### src/rtl/oram_arb_pkg.sv
`default_nettype none
// +--------------------------------------------------------------------------+
// | oram_arb_pkg: command encodings, FSM states, load/store classification   |
// | Rev 1.0                                                                  |
// +--------------------------------------------------------------------------+
package oram_arb_pkg;

    localparam int BECMD_W = 2;

    localparam logic [BECMD_W-1:0] BECMD_Update  = 2'd0;
    localparam logic [BECMD_W-1:0] BECMD_Append  = 2'd1;
    localparam logic [BECMD_W-1:0] BECMD_Read    = 2'd2;
    localparam logic [BECMD_W-1:0] BECMD_ReadRmv = 2'd3;

    localparam logic [1:0] ST_IDLE  = 2'd0;
    localparam logic [1:0] ST_CMD   = 2'd1;
    localparam logic [1:0] ST_WDATA = 2'd2;
    localparam logic [1:0] ST_RDATA = 2'd3;

    // Loads (Read/ReadRmv) have the upper command bit set
    function automatic logic IsLoad(input logic [BECMD_W-1:0] cmd);
        return cmd[1];
    endfunction

endpackage
`default_nettype wire

### src/rtl/rr_arbiter.sv
`default_nettype none
// +--------------------------------------------------------------------------+
// | rr_arbiter: first requester after the pointer wins (one-hot + index)     |
// | Rev 1.0                                                                  |
// +--------------------------------------------------------------------------+
module rr_arbiter #(
    parameter int N     = 2,
    parameter int IDX_W = 1
) (
    input  logic [N-1:0]     i_req,
    input  logic [IDX_W-1:0] i_ptr,
    output logic [N-1:0]     o_grant,
    output logic [IDX_W-1:0] o_idx,
    output logic             o_valid
);

    int w_cand;

    // Scan starts one past the pointer so the last owner has lowest priority
    always_comb begin
        o_grant = '0;
        o_idx   = '0;
        o_valid = 1'b0;
        w_cand  = 0;
        for (int i = 1; i <= N; i++) begin
            w_cand = int'(i_ptr) + i;
            if (w_cand >= N) begin
                w_cand = w_cand - N;
            end
            if (!o_valid && i_req[w_cand]) begin
                o_valid          = 1'b1;
                o_grant[w_cand]  = 1'b1;
                o_idx            = IDX_W'(w_cand);
            end
        end
    end

endmodule
`default_nettype wire

### src/rtl/oram_client_arbiter.sv
`default_nettype none
// +--------------------------------------------------------------------------+
// | oram_client_arbiter: round-robin sharing of one TinyORAM user port.      |
// | Optional per-client grant counters under ORAM_ARB_STATS_EN. Rev 1.0      |
// +--------------------------------------------------------------------------+
module oram_client_arbiter
    import oram_arb_pkg::*;
#(
    parameter  int NumClients = 2,
    parameter  int ORAMU      = 32,
    parameter  int ORAMB      = 512,
    parameter  int FEDWidth   = 64,
    parameter  int BECMDWidth = 2,
    localparam int c_OWNER_W  = (NumClients > 1) ? $clog2(NumClients) : 1
) (
    input  logic                             Clock,
    input  logic                             Reset,
    input  logic [NumClients*BECMDWidth-1:0] ClientCmd,
    input  logic [NumClients*ORAMU-1:0]      ClientPAddr,
    input  logic [NumClients-1:0]            ClientCmdValid,
    output logic [NumClients-1:0]            ClientCmdReady,
    input  logic [NumClients*FEDWidth-1:0]   ClientDataIn,
    input  logic [NumClients-1:0]            ClientDataInValid,
    output logic [NumClients-1:0]            ClientDataInReady,
    output logic [FEDWidth-1:0]              ClientDataOut,
    output logic [NumClients-1:0]            ClientDataOutValid,
    input  logic [NumClients-1:0]            ClientDataOutReady,
    output logic [BECMDWidth-1:0]            Cmd,
    output logic [ORAMU-1:0]                 PAddr,
    output logic                             CmdValid,
    input  logic                             CmdReady,
    output logic [FEDWidth-1:0]              DataIn,
    output logic                             DataInValid,
    input  logic                             DataInReady,
    input  logic [FEDWidth-1:0]              DataOut,
    input  logic                             DataOutValid,
    output logic                             DataOutReady,
    output logic [c_OWNER_W-1:0]             Owner,
    output logic                             Busy
`ifdef ORAM_ARB_STATS_EN
    ,
    output logic [NumClients*32-1:0]         GrantCount
`endif
);

    localparam int                   c_BEATS     = ORAMB / FEDWidth;
    localparam int                   c_BEAT_W    = (c_BEATS > 1) ? $clog2(c_BEATS) : 1;
    localparam logic [c_OWNER_W-1:0] c_PTR_RESET = c_OWNER_W'(NumClients - 1);
    localparam logic [c_BEAT_W-1:0]  c_LAST_BEAT = c_BEAT_W'(c_BEATS - 1);

    logic [1:0]            r_state;
    logic [c_OWNER_W-1:0]  r_owner;
    logic [c_OWNER_W-1:0]  r_ptr;
    logic [BECMDWidth-1:0] r_cmd;
    logic [ORAMU-1:0]      r_paddr;
    logic [c_BEAT_W-1:0]   r_beatCnt;

    logic [NumClients-1:0] w_grant;
    logic [c_OWNER_W-1:0]  w_grantIdx;
    logic                  w_anyReq;
    logic                  w_accept;
    logic [NumClients-1:0] w_ownerOneHot;
    logic                  w_beatFire;
    logic                  w_lastBeat;

    rr_arbiter #(
        .N     (NumClients),
        .IDX_W (c_OWNER_W)
    ) u_rr (
        .i_req   (ClientCmdValid),
        .i_ptr   (r_ptr),
        .o_grant (w_grant),
        .o_idx   (w_grantIdx),
        .o_valid (w_anyReq)
    );

    always_comb begin
        for (int i = 0; i < NumClients; i++) begin
            w_ownerOneHot[i] = (int'(r_owner) == i);
        end
    end

    // Grant is offered combinationally in IDLE; held off while reset is asserted
    assign w_accept       = (r_state == ST_IDLE) && w_anyReq && Reset;
    assign ClientCmdReady = w_accept ? w_grant : '0;

    assign CmdValid = (r_state == ST_CMD);
    assign Cmd      = r_cmd;
    assign PAddr    = r_paddr;
    assign Owner    = r_owner;
    assign Busy     = (r_state != ST_IDLE);

    assign DataIn            = ClientDataIn[int'(r_owner)*FEDWidth +: FEDWidth];
    assign DataInValid       = (r_state == ST_WDATA) && ClientDataInValid[r_owner];
    assign ClientDataInReady = ((r_state == ST_WDATA) && DataInReady) ? w_ownerOneHot : '0;

    assign ClientDataOut      = DataOut;
    assign ClientDataOutValid = ((r_state == ST_RDATA) && DataOutValid) ? w_ownerOneHot : '0;
    assign DataOutReady       = (r_state == ST_RDATA) && ClientDataOutReady[r_owner];

    assign w_beatFire = (DataInValid && DataInReady) || (DataOutValid && DataOutReady);
    assign w_lastBeat = (r_beatCnt == c_LAST_BEAT);

    always_ff @(posedge Clock) begin
        if (!Reset) begin
            r_state   <= ST_IDLE;
            r_owner   <= '0;
            r_ptr     <= c_PTR_RESET;
            r_cmd     <= '0;
            r_paddr   <= '0;
            r_beatCnt <= '0;
        end else begin
            case (r_state)
                ST_IDLE: begin
                    if (w_accept) begin
                        r_cmd   <= ClientCmd[int'(w_grantIdx)*BECMDWidth +: BECMDWidth];
                        r_paddr <= ClientPAddr[int'(w_grantIdx)*ORAMU +: ORAMU];
                        r_owner <= w_grantIdx;
                        r_state <= ST_CMD;
                    end
                end
                ST_CMD: begin
                    if (CmdReady) begin
                        r_beatCnt <= '0;
                        r_state   <= IsLoad(r_cmd[BECMD_W-1:0]) ? ST_RDATA : ST_WDATA;
                    end
                end
                ST_WDATA, ST_RDATA: begin
                    if (w_beatFire) begin
                        if (w_lastBeat) begin
                            r_beatCnt <= '0;
                            r_ptr     <= r_owner;
                            r_state   <= ST_IDLE;
                        end else begin
                            r_beatCnt <= r_beatCnt + 1'b1;
                        end
                    end
                end
                default: r_state <= ST_IDLE;
            endcase
        end
    end

`ifdef ORAM_ARB_STATS_EN
    generate
        for (genvar g = 0; g < NumClients; g++) begin : g_stats
            logic [31:0] r_grantCnt;
            always_ff @(posedge Clock) begin
                if (!Reset) begin
                    r_grantCnt <= '0;
                end else if (w_accept && w_grant[g] && (r_grantCnt != 32'hFFFF_FFFF)) begin
                    r_grantCnt <= r_grantCnt + 32'd1;
                end
            end
            assign GrantCount[g*32 +: 32] = r_grantCnt;
        end
    endgenerate
`endif

endmodule
`default_nettype wire

### config.mk
export PLATFORM = sky130hd
export DESIGN_NAME = oram_client_arbiter
export DESIGN_NICKNAME = d
export VERILOG_FILES = /design/src/rtl/oram_arb_pkg.sv /design/src/rtl/rr_arbiter.sv /design/src/rtl/oram_client_arbiter.sv
export SDC_FILE = /design/constraint.sdc
export NUM_CORES = 1
export LEC_CHECK = 0
export BUFFER_PORTS_ARGS = -buffer_cell sky130_fd_sc_hd__buf_4
export CAP_MARGIN = 10
export CORE_AREA = 2 2 170 172
export DETAILED_ROUTE_END_ITERATION = 10
export DIE_AREA = 0 0 172 174
export GPL_TIMING_DRIVEN = 0
export PLACE_DENSITY_LB_ADDON = 0.15
export SETUP_SLACK_MARGIN = 0.15
export SLEW_MARGIN = 0
export SYNTH_ARGS = -nofsm -noshare
export SYNTH_HDL_FRONTEND = slang
export SYNTH_HIERARCHICAL = 1
export SYNTH_SLANG_ARGS = --single-unit
### constraint.sdc
create_clock -name Clock -period 2.1 [get_ports Clock]
set_clock_uncertainty 0.05 [all_clocks]
set_input_delay 0.105 -clock Clock [delete_from_list [all_inputs] [get_ports Clock]]
set_output_delay 0.105 -clock Clock [all_outputs]
set_load 0.02 [all_outputs]
==> results.tsv, run 1 <==
stage	metric	value	unit
outcome	status	completed	
layout	finalNonFillerCells	1120	
grt	grt_pass1_wl	29200	um
grt	grt_overflow	0	
grt	grt_max_degree	14	
yosys	seq_area_frac_synth	25.2	%
layout	drive_gt1_share	73.6	%
route	wl_per_cell	19.6	um
job	max_cap_viol_count	0	
critical_path	crit_top_cell	buf_6	
layout	antenna_cells	0	
route	vias_per_cell	3.54	
sta	timing.fmax	529	MHz
route	first_pass_iters	4	
sta	drv_slew	0	
critical_path	regToRegStartpoint	r_ptr$_SDFFE_PN1P_	
placed_design	port_buffers	378	
critical_path	path_delay_family	buffers and inverters	
die	core	28200	um^2
die	die_h	174	um
placed_design	placed_cells	1108	
power	powerDensity	533	nW/um^2
clocking	clockRootBuffer	clkbuf_16	
sta	fin_crit_sh	89.9	%
critical_path	reg2reg_depth	6	
placed_design	hpwlAfterDp	19400	um
critical_path	required	1950	ps
sta	maxSlewHeadroom	63.7	%
sta	rsz0062_at_grt	yes	
yosys	syn_area	3260	um^2
critical_path	crit_path_max_fanout	10	
die	initial_utilization	11.6	%
critical_path	reg2reg_slack	280	ps
route	dr_total_vias	3963	
clocking	cts_buffers	5	
layout	num-fill-cells	3183	
grt	track_usage	13.6	%
clocking	clkTransAtPathRegs	70	ps
hold_path	hp-class	in2reg	
hold_path	worstHoldStart	ClientPAddr[23]	
yosys	synth_nets	619	
yosys	yosys_warnings	6	
die	fp.dieArea	29900	um^2
critical_path	crit_buf_inv	4	
sta	fin_crit	1890	ps
yosys	synthDistinctLibCells	29	
die	rows	62	
power	ir_drop	0.000295	V
clocking	cts_tree	done	
clocking	htree_levels	2	
yosys	syn_inst	346	
route	drt_iter0_drc	174	
layout	area_delta_synth_final	110	%
grt	first_global_vias	4102	
critical_path	timing.rr.end	PAddr[13]$_SDFFE_PN0P_	
placed_design	place_congestion	0.859	
critical_path	cp_data_arrival_time	1730	ps
sta	tightestPinTransition	545	ps
hold_path	whs_path_depth	4	
route	drc_errors	0	
power	p_leak	0.00363	uW
critical_path	cp_slowest_stage_delay	380	ps
die	die_w	172	um
clocking	clockBufferDepth	2	
die	ios	444	
grt	antenna_found_initial	0	
sta	finalSetupViolCount	0	
layout	nets	1008	
clocking	cts_hold_buffers	0	
yosys	synth-seq-cells	41	
critical_path	endpoint_kind	output pin	
critical_path	cp_cell_sequence	buf_6 -> clkbuf_8 -> buf_6 -> mux2_2 -> buf_4	
clocking	cts_sinks	41	
route	wl	22000	um
yosys	avgSynthCellArea	9.43	um^2
sta	hold_violations	0	
critical_path	start_kind	flop	
route	ant_nets	0	
critical_path	worstSetupPathType	reg2out	
critical_path	slowest_stage	mux2_2	
hold_path	min_to	PAddr[23]$_SDFFE_PN0P_	
clocking	worst_skew_pair.late_latency	290	ps
layout	utilization	24.2	%
[worst max path at each step]
stage | from | endpoint | slack, ps | cells past startpoint
after floorplan | Owner$_SDFFE_PN0P_ | DataIn[37] | 370 | 4
after global placement | r_state[1]$_SDFFE_PN0P_ | ClientCmdReady[0] | -240 | 6
after detailed placement | r_state[1]$_SDFFE_PN0P_ | ClientCmdReady[0] | -240 | 6
after CTS | Owner$_SDFFE_PN0P_ | DataIn[45] | 150 | 5
after global routing | Owner$_SDFFE_PN0P_ | DataIn[50] | 140 | 5
final | Owner$_SDFFE_PN0P_ | DataIn[46] | 210 | 5
[Yosys cell counts (all sizes together)]
library cell / count / share of area [%]
and3b: 2 / 0.54
a21boi: 6 / 1.4
or2: 2 / 0.38
or3b: 1 / 0.27
and3: 2 / 0.38
o211a: 34 / 10
nand2: 39 / 4.5
o22ai: 1 / 0.19
ha: 2 / 0.77
o21ai: 1 / 0.15
dfxtp: 41 / 25
mux2: 64 / 22
o22a: 1 / 0.31
a21oi: 3 / 0.46
nand3: 4 / 0.61
mux2i: 36 / 11
clkbuf: 14 / 1.6
nor3b: 2 / 0.46
or4b: 1 / 0.31
nor2: 6 / 0.69
a21o: 1 / 0.23
nor2b: 2 / 0.38
inv: 2 / 0.23
nand3b: 2 / 0.46
buf: 77 / 17
[power breakdown]
part	switching [uW]	internal, uW
clock	360	595
sequential	49.5	870
combinational	871	903
total	1280	2370
[placed cells by master, fill, tap and decap left out, drive strengths merged]
cell / count
buf: 457
mux2: 64
dfxtp: 41
nand2: 39
mux2i: 36
o211a: 34
clkbuf: 22
nor2: 6
a21boi: 6
nand3: 4
a21oi: 3
nor2b: 2
nand3b: 2
and3: 2
inv: 2
and3b: 2
ha: 2
or2: 2
nor3b: 2
o22ai: 1
o22a: 1
o21ai: 1
a21o: 1
or4b: 1
or3b: 1
clkinvlp: 1
bufinv: 1
[state kept, by name (all words and copies together), names as in the netlist]
signal / flops
PAddr: 32
r_ptr: 1
Cmd: 2
r_state: 2
r_beatCnt: 3
Owner: 1
[metal layers]
metal  track usage (%)  up-vias  part of all wire (%)
met5                 0        -                     0
met4              1.61        0                  0.44
met3              3.42        6                   9.0
met2              23.0      203                    48
met1              17.8     1824                    43
li1                  -     1930                     -
[worst min-delay path: cells and delay by family]
kind | cells | cell delay (ps)
mux | 1 | 50
simple gates | 1 | 60
buf+inv | 1 | 70
compound gates | 1 | 130
[per-stage QoR]
step / power [uW] / setup TNS [ps] / setup slack [ps] / hold slack, ps / instance area (um^2)
2_1_floorplan: 1770 / 0 / 367 / 273 / 3260
3_3_place_gp: 2710 / -1420 / -238 / 357 / 6580
3_5_place_dp: 2710 / -1420 / -236 / 358 / 6580
4_1_cts: 3700 / 0 / 150 / 107 / 6800
5_1_grt: 3830 / 0 / 145 / 124 / 6850
6_report: 3650 / 0 / 211 / 112 / 6850
[kinds of logic after synthesis]
| family | synth area share, % |
|---|---|
| flip-flops | 25.2 |
| adder cells (fa/ha/maj) | 0.767 |
| AND/OR/NAND/NOR | 8.97 |
| multiplexers | 33.1 |
| buffers and inverters | 18.8 |
| AO/OA/AOI/OAI | 13.2 |
[area by class of cell]
class	count	area, um^2	area share (%)
multi-input combinational	212	1830	26.8
inverter	2	7.51	0.110
buffer	91	659	9.63
clock inverter	2	37.5	0.548
tap	384	480	7.02
clock buffer	6	139	2.03
timing repair buffer	382	2870	41.9
sequential	41	821	12.0
[timing repair]
action	4_1_cts	5_1_grt
resized for setup	16	4
pin swaps	0	0
setup endpoints to repair	104	14
buffers inserted	0	4
Note: power is estimated with default switching activity, not from simulation.
==> run 2: changes to the inputs <==
--- a/config.mk
+++ b/config.mk
@@ -5,13 +5,13 @@
 export SDC_FILE = /design/constraint.sdc
 export NUM_CORES = 1
 export LEC_CHECK = 0
+export ABC_AREA = 1
 export BUFFER_PORTS_ARGS = -buffer_cell sky130_fd_sc_hd__buf_4
 export CAP_MARGIN = 10
-export CORE_AREA = 2 2 170 172
+export CORE_AREA = 2 2 175 177
 export DETAILED_ROUTE_END_ITERATION = 10
-export DIE_AREA = 0 0 172 174
+export DIE_AREA = 0 0 177 179
 export GPL_TIMING_DRIVEN = 0
-export PLACE_DENSITY_LB_ADDON = 0.15
 export SETUP_SLACK_MARGIN = 0.15
 export SLEW_MARGIN = 0
 export SYNTH_ARGS = -nofsm -noshare
==> results.tsv, run 2 <==
stage	metric	value	unit	change
outcome	status	completed		
power	p_sw	2180	uW	+71%
sta	timing.fmax	537	MHz	+1.3%
placed_design	place_congestion	0.793		-7.7%
critical_path	crit_top_cell	nand2_1		
critical_path	cp_slowest_stage_delay	420	ps	+40 ps
layout	antenna_cells	0		unchanged
route	drc_errors	0		unchanged
hold_path	hp-class	in2reg		
die	initial_utilization	10.8	%	-0.76 points
layout	multi_input_area	1700	um^2	-7.3%
route	drt_iter0_drc	154		-11%
yosys	synth_nets	819		+32%
grt	antenna_found_initial	1		+1
yosys	synth-seq-cells	41		unchanged
sta	rsz0062_at_grt	yes		
yosys	synth_top_area_share	32.8	%	+7.6 points
grt	track_usage	11.9	%	-1.7 points
critical_path	crit_path_max_fanout	10		unchanged
critical_path	start_kind	flop		
yosys	synth_area_leaders	nand2_1 33%, dfxtp_1 25%, buf_4 16%		
yosys	yosys_warnings	6		unchanged
route	ant_nets	0		unchanged
die	rows	64		+3.2%
sta	finalSetupViolCount	0		unchanged
route	first_pass_iters	4		unchanged
critical_path	slowest_stage	clkbuf_1		
critical_path	regToRegStartpoint	r_ptr$_SDFFE_PN1P_		
critical_path	crit_buf_inv	4		unchanged
yosys	yosys-top-cells-count	283 x nand2_1, 67 x buf_4, 41 x dfxtp_1, 34 x a31oi_1, 24 x o21ai_0		
yosys	syn_area	3240	um^2	-0.65%
critical_path	endpoint_kind	output pin		
sta	setup_tns	0	ps	unchanged
hold_path	worstHoldStart	ClientPAddr[29]		
die	die_w	177	um	+2.9%
route	wl_per_cell	15.5	um	-21%
clocking	cts_buffers	5		unchanged
power	p_leak	0.00371	uW	+2.1%
yosys	post-synth-top-area-cell	nand2_1		
die	core	30000	um^2	+6.3%
grt	grt_overflow	0		unchanged
power	netSwitchingFraction	44.5	%	+9.4 points
critical_path	cp_data_arrival_time	1710	ps	-20 ps
critical_path	timing.rr.end	PAddr[11]$_SDFFE_PN0P_		
layout	largest_register_ffs	32		unchanged
layout	mostFrequentLayoutCells	447 x buf_4, 283 x nand2_1, 41 x dfxtp_1, 34 x a31oi_1, 24 x o21ai_0		
sta	drv_slew	0		unchanged
layout	final_common_cell	buf_4		
yosys	avgSynthCellArea	5.94	um^2	-37%
power	combPwrFrac	60.0	%	+11 points
clocking	clockBufferDepth	2		unchanged
layout	num-fill-cells	3392		+6.6%
grt	grt_max_degree	15		+1
clocking	clockRootBuffer	clkbuf_16		
sta	fin_crit	1860	ps	-25.0 ps
hold_path	whs_path_depth	3		-1
power	powerDensity	725	nW/um^2	+36%
sta	tightestPinTransition	518	ps	-27.4 ps
yosys	syn_inst	546		+58%
job	max_cap_viol_count	0		unchanged
clocking	cts_sinks	41		unchanged
power	p_int	2730	uW	+15%
layout	area_delta_synth_final	109	%	
power	ir_drop	0.000361	V	+22%
sta	maxSlewHeadroom	65.5	%	+1.8 points
hold_path	min_to	PAddr[29]$_SDFFE_PN0P_		
layout	drive_gt1_share	52.6	%	-21 points
grt	first_global_vias	4673		+14%
critical_path	cp_cell_sequence	buf_2 -> inv_2 -> clkbuf_1 -> nand2_1 -> nand2_1 -> buf_4		
die	die_h	179	um	+2.9%
yosys	seq_area_frac_synth	25.3	%	+0.17 points
clocking	clkTransAtPathRegs	70	ps	about the same
yosys	ys.flop_type	dfxtp_1		
critical_path	path_delay_family	buffers and inverters		
route	dr_total_vias	4847		+22%
sta	fin_crit_sh	88.7	%	-1.2 points
critical_path	timing.critical_path.from	Owner$_SDFFE_PN0P_		
placed_design	hpwlAfterDp	18200	um	-6.6%
clocking	cts_tree	done		
die	fp.dieArea	31700	um^2	+5.9%
sta	hold_violations	0		unchanged
route	wl	20600	um	-6.1%
power	p_clk_share	18.8	%	-7.4 points
power	p_seq_share	21.2	%	-4.0 points
yosys	synth_edf_count	0		unchanged
critical_path	required	1950	ps	about the same
clocking	worst_skew_pair.late_latency	280	ps	about the same
yosys	async_reset_ff_share	0	%	unchanged
grt	grt_pass1_wl	28000	um	-4.2%
critical_path	reg2reg_depth	6		unchanged
die	ios	444		unchanged
yosys	synthDistinctLibCells	28		-3.4%
placed_design	port_buffers	379		+0.26%
layout	nets	1205		+20%
critical_path	worstSetupPathType	reg2out		
critical_path	reg2reg_slack	390	ps	+110 ps
yosys	synth.most_common_cell	nand2_1		
layout	utilization	22.5	%	-1.7 points
layout	seqCellArea	821	um^2	unchanged
clocking	htree_levels	2		unchanged
route	vias_per_cell	3.65		+3.1%
run 2: cell count changes after synthesis, sizes merged, moves of 7 or more:
| cell | before | now |
|---|---|---|
| nand2 | 39 | 287 |
| mux2 | 64 | 0 |
| mux2i | 36 | 0 |
| o21ai | 1 | 37 |
| a31oi | 0 | 34 |
| o211a | 34 | 0 |
| inv | 2 | 16 |
| nor2 | 6 | 15 |
| buf | 77 | 84 |
run 2: per-layer routing:
metal  vias to the layer above  wire [um]  global-route usage [%]
li1                       2426          -                       -
met1                      2152       8400                    14.5
met2                       254      10000                    21.5
met3                        13       1960                    2.84
met4                         2        229                    2.10
met5                         -         13                       0
run 2: area by class of cell:
| class | count | area share (%) |
|---|---|---|
| Tap cell | 396 | 7.32 |
| Multi-Input combinational cell | 391 | 25.1 |
| Inverter | 18 | 1.03 |
| Buffer | 96 | 9.87 |
| Clock inverter | 3 | 0.684 |
| Sequential cell | 41 | 12.1 |
| Clock buffer | 5 | 1.85 |
| Timing Repair Buffer | 379 | 42.0 |
run 2: stage by stage:
| step | hold slack [ps] | setup slack, ps | power [uW] | cell area [um^2] | std cells |
|---|---|---|---|---|---|
| 5_1_grt | 38.8 | 144 | 5230 | 6770 | 1329 |
| 6_report | 31.5 | 236 | 4910 | 6770 | 1329 |
| 3_3_place_gp | 335 | 287 | 4030 | 6580 | 1321 |
| 3_5_place_dp | 341 | 255 | 4040 | 6580 | 1321 |
| 4_1_cts | 25.4 | 199 | 5000 | 6760 | 1329 |
| 2_1_floorplan | 215 | 749 | 2520 | 3240 | 546 |
run 2: worst min-delay path: stages:
cell	delay (ps)
buf_4	110
nand2_1	50
a31oi_1	70
run 2: worst max path at each step:
| stage | cells past startpoint | slack, ps | endpoint |
|---|---|---|---|
| 6_report | 6 | 240 | DataIn[16] |
| 5_1_grt | 6 | 140 | DataIn[16] |
| 4_1_cts | 7 | 200 | DataIn[34] |
| 3_5_place_dp | 6 | 250 | PAddr[18]$_SDFFE_PN0P_ |
| 3_3_place_gp | 6 | 290 | PAddr[20]$_SDFFE_PN0P_ |
| 2_1_floorplan | 5 | 750 | DataIn[17] |
run 2: cells by family after synthesis:
kind of cell	Yosys count	synth area share, %
adder cells (fa/ha/maj)	2	0.772
AO/OA/AOI/OAI	81	14.0
flip-flops	41	25.3
AND/OR/NAND/NOR	308	37.6
buffers and inverters	114	22.3
run 2: power groups by stage:
stage                     combinational [uW]  sequential, uW  clock (uW)
after detailed placement                2990            1050           0
after global placement                  2980            1050           0
after CTS                               3010            1040         954
final                                   2950            1040         923
after global routing                    3180            1060         984
after floorplan                         1310            1220           0
run 2: repair_timing:
| item | CTS | global route |
|---|---|---|
| setup buffers | 0 | 0 |
| endpoints found under the hold margin | 0 | 0 |
| gates resized for setup | 4 | 6 |
| gates cloned | 0 | 0 |
| setup endpoints to repair | 24 | 19 |
| hold buffers | 0 | 0 |
==> run 3: changes to the inputs <==
--- a/config.mk
+++ b/config.mk
@@ -8,10 +8,13 @@
 export ABC_AREA = 1
 export BUFFER_PORTS_ARGS = -buffer_cell sky130_fd_sc_hd__buf_4
 export CAP_MARGIN = 10
-export CORE_AREA = 2 2 175 177
+export CELL_PAD_IN_SITES_DETAIL_PLACEMENT = 2
+export CELL_PAD_IN_SITES_GLOBAL_PLACEMENT = 2
+export CORE_AREA = 2 2 173 175
 export DETAILED_ROUTE_END_ITERATION = 10
-export DIE_AREA = 0 0 177 179
+export DIE_AREA = 0 0 175 177
 export GPL_TIMING_DRIVEN = 0
+export PLACE_DENSITY_LB_ADDON = 0.1
 export SETUP_SLACK_MARGIN = 0.15
 export SLEW_MARGIN = 0
 export SYNTH_ARGS = -nofsm -noshare
==> results.tsv, run 3 (synthesis gave the netlist of run 2 again) <==
stage	metric	value	unit	change
sta	drv_slew	0		unchanged
job	max_cap_viol_count	0		unchanged
die	die_w	175	um	-1.1%
clocking	clkTransAtPathRegs	70	ps	about the same
placed_design	hpwlAfterDp	18000	um	-1.1%
layout	mostFrequentLayoutCells	448 x buf_4, 283 x nand2_1, 41 x dfxtp_1, 34 x a31oi_1, 24 x o21ai_0		
sta	hold_violations	0		unchanged
power	ir_drop	0.000339	V	-5.9%
clocking	cts_hold_buffers	0		unchanged
grt	first_global_vias	4977		+6.5%
power	netSwitchingFraction	43.7	%	-0.75 points
route	wl_per_cell	15.9	um	+2.2%
sta	setup_tns	0	ps	unchanged
route	ant_nets	0		unchanged
critical_path	start_kind	flop		
layout	antenna_cells	0		unchanged
critical_path	reg2reg_slack	390	ps	about the same
die	fp.dieArea	31000	um^2	-2.2%
sta	finalSetupViolCount	0		unchanged
power	combPwrFrac	60.7	%	+0.7 points
critical_path	timing.rr.end	PAddr[31]$_SDFFE_PN0P_		
hold_path	worstHoldStart	ClientPAddr[32]		
grt	grt_overflow	0		unchanged
layout	num-fill-cells	3543		+4.5%
power	p_seq_share	22.2	%	+1.0 points
power	p_sw	2050	uW	-6.4%
die	initial_utilization	11.1	%	+0.29 points
grt	grt_max_degree	13		-2
power	powerDensity	694	nW/um^2	-4.3%
outcome	status	completed		
route	drc_errors	0		unchanged
hold_path	hp-class	in2reg		
grt	grt_pass1_wl	30600	um	+9.3%
sta	maxSlewHeadroom	63.7	%	-1.8 points
critical_path	regToRegStartpoint	r_ptr$_SDFFE_PN1P_		
sta	fin_ws	300	ps	+63.2 ps
sta	fin_crit_sh	85.7	%	-3.0 points
critical_path	required	1950	ps	about the same
die	ios	444		unchanged
critical_path	cp_slowest_stage_delay	310	ps	-110 ps
clocking	worst_skew_pair.late_latency	290	ps	about the same
layout	area_delta_synth_final	108	%	
hold_path	whs_path_depth	3		unchanged
critical_path	worstSetupPathType	reg2out		
sta	fin_crit	1800	ps	-63.2 ps
sta	tightestPinTransition	545	ps	+27.2 ps
critical_path	cp_cell_sequence	buf_2 -> inv_2 -> clkbuf_4 -> clkbuf_4 -> nand2_1 -> nand2_1 -> buf_4		
route	first_pass_iters	5		+1
critical_path	cp_data_arrival_time	1650	ps	-60 ps
clocking	clockRootBuffer	clkbuf_16		
critical_path	endpoint_kind	output pin		
clocking	htree_levels	2		unchanged
route	drt_iter0_drc	139		-9.7%
grt	track_usage	12.7	%	+0.75 points
layout	seqCellArea	821	um^2	unchanged
critical_path	slowest_stage	dfxtp_1		
die	rows	63		-1.6%
critical_path	reg2reg_depth	6		unchanged
route	vias_per_cell	3.69		+1.1%
layout	multi_input_area	1700	um^2	unchanged
layout	largest_register_ffs	32		unchanged
critical_path	crit_path_max_fanout	10		unchanged
sta	timing.fmax	555	MHz	+3.5%
route	dr_total_vias	4877		+0.62%
sta	rsz0062_at_grt	yes		
critical_path	crit_buf_inv	5		+1
layout	nets	1206		+0.083%
die	core	29200	um^2	-2.6%
placed_design	place_congestion	0.703		-11%
placed_design	dp_slack	261	ps	+6.70 ps
power	p_leak	0.00369	uW	-0.37%
critical_path	path_delay_family	buffers and inverters		
clocking	cts_buffers	5		unchanged
power	p_int	2630	uW	-3.5%
clocking	clockBufferDepth	2		unchanged
placed_design	port_buffers	379		unchanged
clocking	cts_tree	done		
power	p_clk_share	17.1	%	-1.7 points
route	wl	21000	um	+1.7%
layout	drive_gt1_share	52.3	%	-0.32 points
clocking	cts_sinks	41		unchanged
layout	final_common_cell	buf_4		
die	die_h	177	um	-1.1%
hold_path	min_to	PAddr[0]$_SDFFE_PN0P_		
grt	antenna_found_initial	0		-1
## run 3: changes by cell type in the layout (fill, tap and decap cells not counted)
cell       before  now
buf_1           0    2
buf_2          11    9
clkbuf_2        4    2
clkbuf_4        1    3
buf_4         447  448
buf_6           4    3
bufinv_16       1    0
clkbuf_1        8    9
clkbuf_8        0    1
clkinv_4        1    0
## run 3: area by class of cell
class | instances | area share [%]
tap | 390 | 7.24
buffer | 96 | 9.84
multi-input combinational | 391 | 25.2
clock buffer | 6 | 2.06
clock inverter | 1 | 0.111
timing repair buffer | 380 | 42.3
sequential | 41 | 12.2
inverter | 18 | 1.04
## run 3: per-stage QoR
stage          cell area, um^2  power, uW  cells  hold WS, ps  util [%]
2_1_floorplan             3240       2520    546          215         -
3_3_place_gp              6580       3950   1315          341      22.5
4_1_cts                   6720       4820   1322         23.1      23.0
3_5_place_dp              6580       3960   1315          342      22.5
6_report                  6740       4680   1323         37.1      23.0
5_1_grt                   6740       5040   1323         40.0      23.0
## run 3: power groups by stage
stage | Sequential (uW) | Clock [uW] | Combinational (uW)
detailed placement | 1060 | 0 | 2910
finish | 1040 | 799 | 2840
global route | 1060 | 870 | 3110
global placement | 1050 | 0 | 2900
CTS | 1040 | 861 | 2910
floorplan | 1220 | 0 | 1310
## run 3: metal layers
layer / up-vias / routed length (um) / track usage, %
met4: 0 / 98 / 1.56
met1: 2224 / 8440 / 14.8
met2: 223 / 10600 / 23.1
met3: 6 / 1810 / 4.06
met5: - / 0 / 0
li1: 2424 / - / -
## run 3: worst max path at each step
stage	startpoint	to	cells after the start
after detailed placement	r_ptr$_SDFFE_PN1P_	PAddr[31]$_SDFFE_PN0P_	6
after floorplan	Owner$_SDFFE_PN0P_	DataIn[17]	5
after global routing	Owner$_SDFFE_PN0P_	DataIn[23]	6
after global placement	r_ptr$_SDFFE_PN1P_	PAddr[19]$_SDFFE_PN0P_	6
final	Owner$_SDFFE_PN0P_	DataIn[18]	7
after CTS	Owner$_SDFFE_PN0P_	DataIn[18]	7
## run 3: worst register-to-register path, stage by stage (launching register included)
cell      delay [ps]
dfxtp_1          340
a21oi_1          140
buf_2            240
clkinv_1         260
clkbuf_1         340
nand2_1          150
a31oi_1           80
## run 3: repair_timing
item / 4_1_cts / 5_1_grt
pin swaps: 0 / 1
gates resized for setup: 1 / 6
hold endpoints to repair: 0 / 0
setup buffers: 0 / 1
endpoints found under the setup margin: 6 / 26
